## src/rtl/if_fetch_stage_if.sv

```systemverilog
// Bus bundle for the fetch stage: imem request/response, redirect and decode channels.
// Handshakes: a transfer happens on a rising edge where valid && ready; the sender holds its payload while valid && !ready.
interface if_fetch_stage_if;
  logic        imem_req_valid;
  logic        imem_req_ready;
  logic [31:0] imem_req_addr;
  logic        imem_resp_valid;
  logic [31:0] imem_resp_data;
  logic        redirect_valid;
  logic [31:0] redirect_pc;
  logic        id_valid;
  logic        id_ready;
  logic [31:0] id_inst;
  logic [31:0] id_pc;

  modport master (
    output imem_req_valid, imem_req_addr, id_valid, id_inst, id_pc,
    input  imem_req_ready, imem_resp_valid, imem_resp_data,
    input  redirect_valid, redirect_pc, id_ready
  );

  modport slave (
    input  imem_req_valid, imem_req_addr, id_valid, id_inst, id_pc,
    output imem_req_ready, imem_resp_valid, imem_resp_data,
    output redirect_valid, redirect_pc, id_ready
  );
endinterface

```

## src/rtl/if_fetch_stage.sv

```systemverilog
// RV32I instruction-fetch stage: PC, credit-limited imem requests, in-flight PC queue, output FIFO.
// Optional macro IF_PERF_CNT_EN adds fetch_cnt/flush_cnt performance counters.
module if_fetch_stage #(
  parameter logic [31:0] RESET_PC = 32'h0000_0000,
  parameter int          DEPTH    = 2
) (
  input  logic              clk,
  input  logic              rst,
  if_fetch_stage_if.master  bus
`ifdef IF_PERF_CNT_EN
  ,
  output logic [31:0]       fetch_cnt,
  output logic [31:0]       flush_cnt
`endif
);
  localparam int            CW   = $clog2(DEPTH + 1);
  localparam int            PW   = (DEPTH > 1) ? $clog2(DEPTH) : 1;
  localparam logic [PW-1:0] LAST = PW'(DEPTH - 1);
  localparam logic [CW:0]   CAP  = (CW + 1)'(DEPTH);

  logic [31:0]   fetch_pc;
  logic [CW-1:0] outstanding;
  logic [CW-1:0] drop_cnt;
  logic [CW-1:0] fifo_count;
  logic [PW-1:0] pq_wr, pq_rd, ff_wr, ff_rd;
  logic [31:0]   pq_mem  [DEPTH];
  logic [31:0]   ff_pc   [DEPTH];
  logic [31:0]   ff_inst [DEPTH];

  logic redirect, credit_ok, req_fire, resp_fire, resp_keep, id_fire;

  function automatic logic [PW-1:0] ptr_inc(input logic [PW-1:0] p);
    return (p == LAST) ? '0 : p + 1'b1;
  endfunction

  assign redirect  = bus.redirect_valid;
  // Credit covers both in-flight requests and buffered entries, so the FIFO can never overflow.
  assign credit_ok = ({1'b0, outstanding} + {1'b0, fifo_count}) < CAP;
  assign req_fire  = bus.imem_req_valid && bus.imem_req_ready;
  assign resp_fire = bus.imem_resp_valid && (outstanding != '0);
  assign resp_keep = resp_fire && !redirect && (drop_cnt == '0);
  assign id_fire   = bus.id_valid && bus.id_ready && !redirect;

  assign bus.imem_req_valid = !rst && !redirect && credit_ok;
  assign bus.imem_req_addr  = fetch_pc;
  assign bus.id_valid       = (fifo_count != '0);
  assign bus.id_inst        = bus.id_valid ? ff_inst[ff_rd] : 32'h0;
  assign bus.id_pc          = bus.id_valid ? ff_pc[ff_rd]   : 32'h0;

  always_ff @(posedge clk or posedge rst) begin
    if (rst) begin
      fetch_pc <= RESET_PC;
    end else if (redirect) begin
      fetch_pc <= {bus.redirect_pc[31:2], 2'b00};
    end else if (req_fire) begin
      fetch_pc <= fetch_pc + 32'd4;
    end
  end

  always_ff @(posedge clk or posedge rst) begin
    if (rst) begin
      outstanding <= '0;
      drop_cnt    <= '0;
      pq_wr       <= '0;
      pq_rd       <= '0;
    end else begin
      case ({req_fire, resp_fire})
        2'b10:   outstanding <= outstanding + 1'b1;
        2'b01:   outstanding <= outstanding - 1'b1;
        default: outstanding <= outstanding;
      endcase
      // Every response still pending at a redirect belongs to the wrong path.
      if (redirect) begin
        drop_cnt <= outstanding - CW'(resp_fire);
      end else if (resp_fire && (drop_cnt != '0)) begin
        drop_cnt <= drop_cnt - 1'b1;
      end
      if (req_fire)  pq_wr <= ptr_inc(pq_wr);
      if (resp_fire) pq_rd <= ptr_inc(pq_rd);
    end
  end

  always_ff @(posedge clk) begin
    if (req_fire) pq_mem[pq_wr] <= fetch_pc;
    if (resp_keep) begin
      ff_pc[ff_wr]   <= pq_mem[pq_rd];
      ff_inst[ff_wr] <= bus.imem_resp_data;
    end
  end

  always_ff @(posedge clk or posedge rst) begin
    if (rst) begin
      ff_wr      <= '0;
      ff_rd      <= '0;
      fifo_count <= '0;
    end else if (redirect) begin
      ff_wr      <= '0;
      ff_rd      <= '0;
      fifo_count <= '0;
    end else begin
      if (resp_keep) ff_wr <= ptr_inc(ff_wr);
      if (id_fire)   ff_rd <= ptr_inc(ff_rd);
      case ({resp_keep, id_fire})
        2'b10:   fifo_count <= fifo_count + 1'b1;
        2'b01:   fifo_count <= fifo_count - 1'b1;
        default: fifo_count <= fifo_count;
      endcase
    end
  end

`ifdef IF_PERF_CNT_EN
  always_ff @(posedge clk or posedge rst) begin
    if (rst) begin
      fetch_cnt <= '0;
      flush_cnt <= '0;
    end else begin
      fetch_cnt <= fetch_cnt + 32'(id_fire);
      flush_cnt <= flush_cnt
                 + 32'(resp_fire && (redirect || (drop_cnt != '0)))
                 + (redirect ? 32'(fifo_count) : 32'h0);
    end
  end
`endif
endmodule
```

## src/flat_wrapper.sv

```systemverilog
// flat-port wrapper written by rule: the top's interface ports become plain ports
module if_fetch_stage_flat 
#(
  parameter logic [31:0] RESET_PC = 32'h0000_0000,
  parameter int          DEPTH    = 2
)
  (clk, rst, bus_imem_req_valid, bus_imem_req_addr, bus_id_valid, bus_id_inst, bus_id_pc, bus_imem_req_ready, bus_imem_resp_valid, bus_imem_resp_data, bus_redirect_valid, bus_redirect_pc, bus_id_ready);
  if_fetch_stage_if bus_i ();
  input  logic clk;
  input  logic rst;
  output wire logic [$bits(bus_i.imem_req_valid)-1:0] bus_imem_req_valid;
  output wire logic [$bits(bus_i.imem_req_addr)-1:0] bus_imem_req_addr;
  output wire logic [$bits(bus_i.id_valid)-1:0] bus_id_valid;
  output wire logic [$bits(bus_i.id_inst)-1:0] bus_id_inst;
  output wire logic [$bits(bus_i.id_pc)-1:0] bus_id_pc;
  input wire logic [$bits(bus_i.imem_req_ready)-1:0] bus_imem_req_ready;
  input wire logic [$bits(bus_i.imem_resp_valid)-1:0] bus_imem_resp_valid;
  input wire logic [$bits(bus_i.imem_resp_data)-1:0] bus_imem_resp_data;
  input wire logic [$bits(bus_i.redirect_valid)-1:0] bus_redirect_valid;
  input wire logic [$bits(bus_i.redirect_pc)-1:0] bus_redirect_pc;
  input wire logic [$bits(bus_i.id_ready)-1:0] bus_id_ready;
  assign bus_imem_req_valid = bus_i.imem_req_valid;
  assign bus_imem_req_addr = bus_i.imem_req_addr;
  assign bus_id_valid = bus_i.id_valid;
  assign bus_id_inst = bus_i.id_inst;
  assign bus_id_pc = bus_i.id_pc;
  assign bus_i.imem_req_ready = bus_imem_req_ready;
  assign bus_i.imem_resp_valid = bus_imem_resp_valid;
  assign bus_i.imem_resp_data = bus_imem_resp_data;
  assign bus_i.redirect_valid = bus_redirect_valid;
  assign bus_i.redirect_pc = bus_redirect_pc;
  assign bus_i.id_ready = bus_id_ready;
  if_fetch_stage #(.RESET_PC(RESET_PC), .DEPTH(DEPTH)) u_core (.clk(clk), .rst(rst), .bus(bus_i));
endmodule
```

## config.mk

```make
export PLATFORM = sky130hd
export DESIGN_NAME = if_fetch_stage_flat
export DESIGN_NICKNAME = d
export VERILOG_FILES = /design/src/rtl/if_fetch_stage_if.sv /design/src/rtl/if_fetch_stage.sv /design/src/flat_wrapper.sv
export SDC_FILE = /design/constraint.sdc
export NUM_CORES = 1
export LEC_CHECK = 0
export BUFFER_PORTS_ARGS = -buffer_cell sky130_fd_sc_hd__buf_2
export CAP_MARGIN = 20
export CELL_PAD_IN_SITES_DETAIL_PLACEMENT = 1
export CELL_PAD_IN_SITES_GLOBAL_PLACEMENT = 2
export CORE_ASPECT_RATIO = 0.75
export CORE_MARGIN = 2
export CORE_UTILIZATION = 39
export CTS_CLUSTER_SIZE = 12
export DETAILED_ROUTE_END_ITERATION = 10
export PLACE_DENSITY_LB_ADDON = 0.1
export SLEW_MARGIN = 10
export SYNTH_ARGS = -nofsm -noshare
export SYNTH_HDL_FRONTEND = slang
export SYNTH_SLANG_ARGS = --single-unit
```

## constraint.sdc

```tcl
create_clock -name clk -period 7.3 [get_ports clk]
set_input_delay 0 -clock clk [delete_from_list [all_inputs] [get_ports clk]]
set_output_delay 0 -clock clk [all_outputs]
set_load 0.02 [all_outputs]
```

==> impl_results.md, run 1 <==
* Startpoint types: flip-flop
* Worst min path class: input port to flip-flop
* Worst reg-to-reg path cell count at 7
* Power density over the cells at 287 nW/um2
* # H-tree levels at 1
* Final-report hold violation count at 0
* Post-CTS setup repair buffer count at 0
* ANT nets after route at 0
* CTS tree: built
* Setup TNS at 0 ps
* GRT Overall Usage at 18.3%
* Setup violators final at 0
* Filler cells at 2343
* 1st-pass router iterations at 4
* ANT cells at 0
* Min-Delay Path Depth at 4
* Critical Path RT at 7440 ps
* Die height at 137 um
* Post-synth cell types at 48
* CP endpoint kind: flip-flop
* Via Count at 6025
* Multi-input gate area at 2550 um2
* Vias in the first global route at between 6000 and 7000
* Final HPWL from detailed placement at 14600 um
* Area of the core at 23100 um2
* Register area share after synthesis at 70.6%
* Leak at 4.41 nW
* Avg Synthesized Cell Area at 14.6 um2
* CP max FO at 30
* Most common cell after layout, fill and taps aside: edfxtp_1
* Clock slew at reported path FFs at 60 ps
* Root Buffer: clkbuf_16
* Post-DP Area at 10400 um2
* Finished Cell Area at 11800 um2
* Cells after Synth at 632
* Pin count of the biggest net entering global routing at 58
* Max Slew Vio Count at 0
* Post-synth top flop: edfxtp_1
* Max Buffers Root-to-Sink at 3
* Clk_lat worst skew at around 520 ps
* I/O Pins at between 150 and 200
* Number of cell rows at 48
* Tmin final at 3400 ps
* Final WL at 22900 um
* Post-synth EDFFs at 184
* Reg area at 6530 um2
* Via/cell ratio at 5.09
* Area delta synth->final at 27.2%
* Achievable clock frequency at slightly below 300 MHz
* Die ar. at 25000 um2
* Clock skew at 12.8 ps
* Final GP Congestion at 0.823
* Worst path arrival time at approximately 3500 ps
* Final routed DRC violation total at 0
* Status: finished clean
* CTS Sinks at 224
* First-pass GRT wire length at 35100 um
* GRT overflow at 0
* Worst slew margin at 36.2%
* Drt wl/cell at just under 20 um
* Most frequent cells in the layout: edfxtp_1 (184), buf_2 (161), nor2_1 (77)
* Tcrit/Tclk final at 46.6%
* Share of layout cells above drive strength 1 at 27.9%
* Synth Register Bits at between 200 and 250
* Initial Util at 40.0%
* Ys async rst share at 17.9%
* Nets at 941
* RSZ-0062 raised after global routing: no
* Critical path type: flip-flop to flip-flop
* Worst VDD drop at 244 uV
* Synthesized area at 9250 um2
* Slew @ Worst Pin at 955 ps
* Synth warnings at 0
* Clock buffer count from CTS at 24
* Die span in x at 182 um
* Max-cap violation count at 0
* Initial antenna violation count at 0
* Number of port buffers at 161
* Drt initial violations at roughly 320
## critical path, cell delays in order (launching register included)
cell and delay, ps:
dfrtp_1 430, inv_1 110, nor2_1 140, fa_1 470, nor4_4 380, and2_4 390, inv_2 280, nor2_4 790
## layer usage
metal	track usage [%]	up-vias	wire length [um]	share of wire (%)
met3	2.80	33	1090	4.8
met2	30.1	154	10700	47
met5	0	-	0	0
li1	-	2822	-	-
met1	25.7	3016	10700	47
met4	4.25	0	398	1.7
## worst paths after layout
path,startpoint,to,slack (ps)
max,u_core.fifo_count[0],u_core.pq_mem[0][31],3900
max in group asynchronous,rst,u_core.ff_rd,6660
max reg2reg,u_core.fifo_count[0],u_core.pq_mem[0][31],3900
min,bus_imem_req_ready,u_core.bus.imem_req_addr[23],70
min in group asynchronous,rst,u_core.bus.imem_req_addr[17],200
min reg2reg,u_core.outstanding[0],u_core.outstanding[0],540
## timing repair
action,in CTS,in global routing
hold buffers,66,0
endpoints found under the hold margin,138,0
resized for setup,0,0
endpoints found under the setup margin,0,0
## state kept, by name, summed over array words and instances (netlist names)
name / cells
u_core.ff_pc: 60
u_core.pq_rd: 1
u_core.drop_cnt: 2
u_core.fifo_count: 2
u_core.outstanding: 2
u_core.bus.imem_req_addr: 30
u_core.ff_rd: 1
u_core.pq_mem: 60
u_core.ff_inst: 64
u_core.ff_wr: 1
u_core.pq_wr: 1
## logic make-up after synthesis
kind of cell             count (synthesis)  share of synthesized area (%)
buffers and inverters                   44                           2.29
flip-flops                             224                           70.6
adder cells (fa/ha/maj)                  5                          0.758
XOR/XNOR                                12                           1.14
AO/OA/AOI/OAI                           61                           4.65
other                                    1                         0.0405
multiplexers                            96                           10.8
AND/OR/NAND/NOR                        189                           9.75
## per-stage QoR
stage                     power [mW]  instances  utilization (%)  hold slack, ps  setup slack [ps]
final                           3.37       1184             50.9            69.9              3900
after global routing            3.53       1184             50.9            91.1              3580
after CTS                       3.42       1184             50.9            58.3              3780
after detailed placement        2.27       1074             44.9             194              3790
after global placement          2.24       1074             44.9             189              3880
after floorplan                 2.05        635                -            34.8              1320
## power breakdown
part           internal, mW  switching, mW  total, mW
clock network         0.633          0.474       1.11
registers              1.53         0.0892       1.62
logic                 0.259          0.383      0.642
## cells in the mapped netlist, types with 2 or more instances
cell type / number / area (um2)
and3_1: 6 / 37.5
o21ai_0: 21 / 105
ha_1: 4 / 50.1
inv_1: 10 / 37.5
xnor2_1: 5 / 43.8
nand2b_1: 5 / 31.3
nor3b_1: 2 / 15.0
clkbuf_1: 13 / 48.8
mux2i_1: 65 / 651
nor2_1: 79 / 297
buf_6: 2 / 22.5
nor2b_1: 8 / 50.1
a221o_1: 11 / 110
dfrtp_1: 40 / 1000
and4_1: 2 / 17.5
nor3_1: 10 / 50.1
buf_4: 5 / 37.5
buf_2: 10 / 50.1
edfxtp_1: 184 / 5530
nand3_1: 16 / 80.1
xor2_1: 7 / 61.3
o311ai_1: 2 / 17.5
or3_1: 2 / 12.5
a21o_1: 4 / 30.0
a21oi_1: 4 / 20.0
nand4_1: 7 / 43.8
a22oi_1: 4 / 30.0
buf_1: 3 / 11.3
o311ai_0: 5 / 43.8
mux2_2: 31 / 349
a31oi_1: 3 / 18.8
and2_1: 3 / 18.8
o211ai_1: 5 / 37.5
nand2_1: 40 / 150
## layout make-up
| type | instances | area share (%) |
|---|---|---|
| timing repair buffer | 238 | 13.2 |
| clock buffer | 37 | 5.69 |
| tap | 300 | 3.19 |
| clock inverter | 7 | 0.415 |
| multi-input combinational | 367 | 21.7 |
| inverter | 11 | 0.351 |
| sequential | 224 | 55.5 |
Note: power is estimated with default switching activity, not from simulation.
==> run 2: changes to the inputs <==
Settings changed: CORE_UTILIZATION 39 to 35.
Clock period 7.3 ns to 2.9 ns, I/O delays scaled along.
==> impl_results.md, run 2 (synthesis results as in run 1) <==
* Status: finished clean
* CP max FO at 15
* Clk_lat worst skew at between 500 and 600 ps
* Area of the core at 26000 um2
* CP endpoint kind: flip-flop
* Setup TNS at 0 ps
* Place WS at 249 ps
* Clock skew at ~8.1 ps
* Buf/Inv on CP at 2
* Startpoint types: flip-flop
* Final GP Congestion at 0.811
* Setup violators final at 0
* Drt wl/cell at 19.2 um
* Final-report hold violation count at 0
* Via/cell ratio at 4.89
* Initial Util at between 30% and 40%
* Worst path arrival time at 3090 ps
* Vias in the first global route at between 6000 and 7000
* Initial antenna violation count at 0
* 1st-pass router iterations at 4
* Drt initial violations at 221
* Critical Path RT at ~3300 ps
* Tcrit/Tclk final at 92.0%
* CP max stage cell: fa_1
* Critical path type: flip-flop to flip-flop
* GRT Overall Usage at 17.2%
* Worst path top cell family by delay: simple AND/OR/NAND/NOR gates
* Worst slew margin at 52.1%
* Number of cell rows at 51
* Register with the most flip-flops: u_core.ff_inst
* ANT nets after route at 0
* Clock buffer count from CTS at 25
* Clock slew at reported path FFs at 60 ps
* RSZ-0062 raised after global routing: no
* Final HPWL from detailed placement at 15500 um
* Most common cell after layout, fill and taps aside: edfxtp_1
* Die height at 145 um
* Max Slew Vio Count at 0
* Most frequent cells in the layout: edfxtp_1 (184), buf_2 (161), nor2_1 (76)
* CTS tree: built
* Area delta synth->final at 30.1%
* ANT cells at 0
* Slew @ Worst Pin at 714 ps
* Final routed DRC violation total at 0
* # H-tree levels at 1
* Die span in x at 192 um
* I/O Pins at 168
* Share of layout cells above drive strength 1 at 28.9%
* Tmin final at 2670 ps
* Nets at roughly 950
* Root Buffer: clkbuf_16
* Hold slack at just over 50 ps
* Die ar. at 27800 um2
* Filler cells at 2666
* Post-CTS setup repair buffer count at 0
* Worst min path class: input port to flip-flop
* First-pass GRT wire length at 36300 um
* CP most frequent cell: nor2_1
* Largest stage delay on the critical path at 460 ps
* Pin count of the biggest net entering global routing at 63
* Power density over the cells at 728 nW/um2
* GRT overflow at 0
* Final worst setup slack at 233 ps
* Number of port buffers at 161
* Max-cap violation count at 0
* Via Count at 6048
* Max FFs per register at 64
* Worst VDD drop at 372 uV
* Leak at 4.50 nW
* Largest registers: u_core.ff_inst (64), u_core.ff_pc (60), u_core.pq_mem (60)
* Achievable clock frequency at 375 MHz
* CP Cell Sequence: inv_1 -> nor2_1 -> fa_1 -> nor4_4 -> and2_4 -> inv_2 -> ha_1 -> xnor2_1 -> nor2_1 -> xor2_1
* Max Buffers Root-to-Sink at 3
* CTS Sinks at 224
* Final WL at roughly 24000 um
## run 2: layout make-up
type | instances | area (um2) | area share (%)
Clock inverter | 6 | 61.3 | 0.509
Inverter | 11 | 41.3 | 0.343
Clock buffer | 40 | 712 | 5.91
Multi-Input combinational cell | 367 | 2560 | 21.3
Timing Repair Buffer | 245 | 1700 | 14.1
Sequential cell | 224 | 6530 | 54.3
Tap cell | 344 | 430 | 3.58
## run 2: metal layers
metal	vias to the layer above	wire (um)	GRT usage, %
met2	143	10900	27.8
met4	0	594	4.78
met3	34	1230	2.85
li1	2832	-	-
met1	3039	11000	24.1
met5	-	0	0
## run 2: path summary, 6_finish.rpt
kind	from	end	slack [ps]	cells past startpoint
max	u_core.fifo_count[0]	u_core.outstanding[1]	230	10
min	bus_redirect_valid	u_core.bus.imem_req_addr[18]	50	2
max reg2reg	u_core.fifo_count[0]	u_core.outstanding[1]	230	10
min reg2reg	u_core.pq_wr	u_core.pq_wr	550	1
max in group asynchronous	rst	u_core.bus.imem_req_addr[28]	2200	4
min in group asynchronous	rst	u_core.bus.imem_req_addr[22]	100	3
## run 2: per-stage QoR
stage	instance area [um2]	power, mW	utilization, %	instances
floorplan	9290	5.16	-	635
global placement	10600	5.73	40.7	1124
detailed placement	10600	5.81	40.8	1125
CTS	12000	8.90	46.3	1237
global route	12000	9.19	46.3	1237
finish	12000	8.76	46.3	1237
## run 2: power by group
part	switching [mW]	internal, mW
clock	1.21	1.77
combinational	0.949	0.712
sequential	0.270	3.85
## run 2: worst register-to-register path, stage by stage, from the launching register on
cell and delay, ps:
dfrtp_1 440, inv_1 100, nor2_1 120, fa_1 460, nor4_4 320, and2_4 270
inv_2 160, ha_1 240, xnor2_1 130, nor2_1 140, xor2_1 200
## run 2: repair_timing
| action | in CTS | in global routing |
|---|---|---|
| resized for setup | 0 | 1 |
| hold buffers | 66 | 0 |
| hold endpoints to repair | 130 | 0 |
| endpoints found under the setup margin | 0 | 1 |
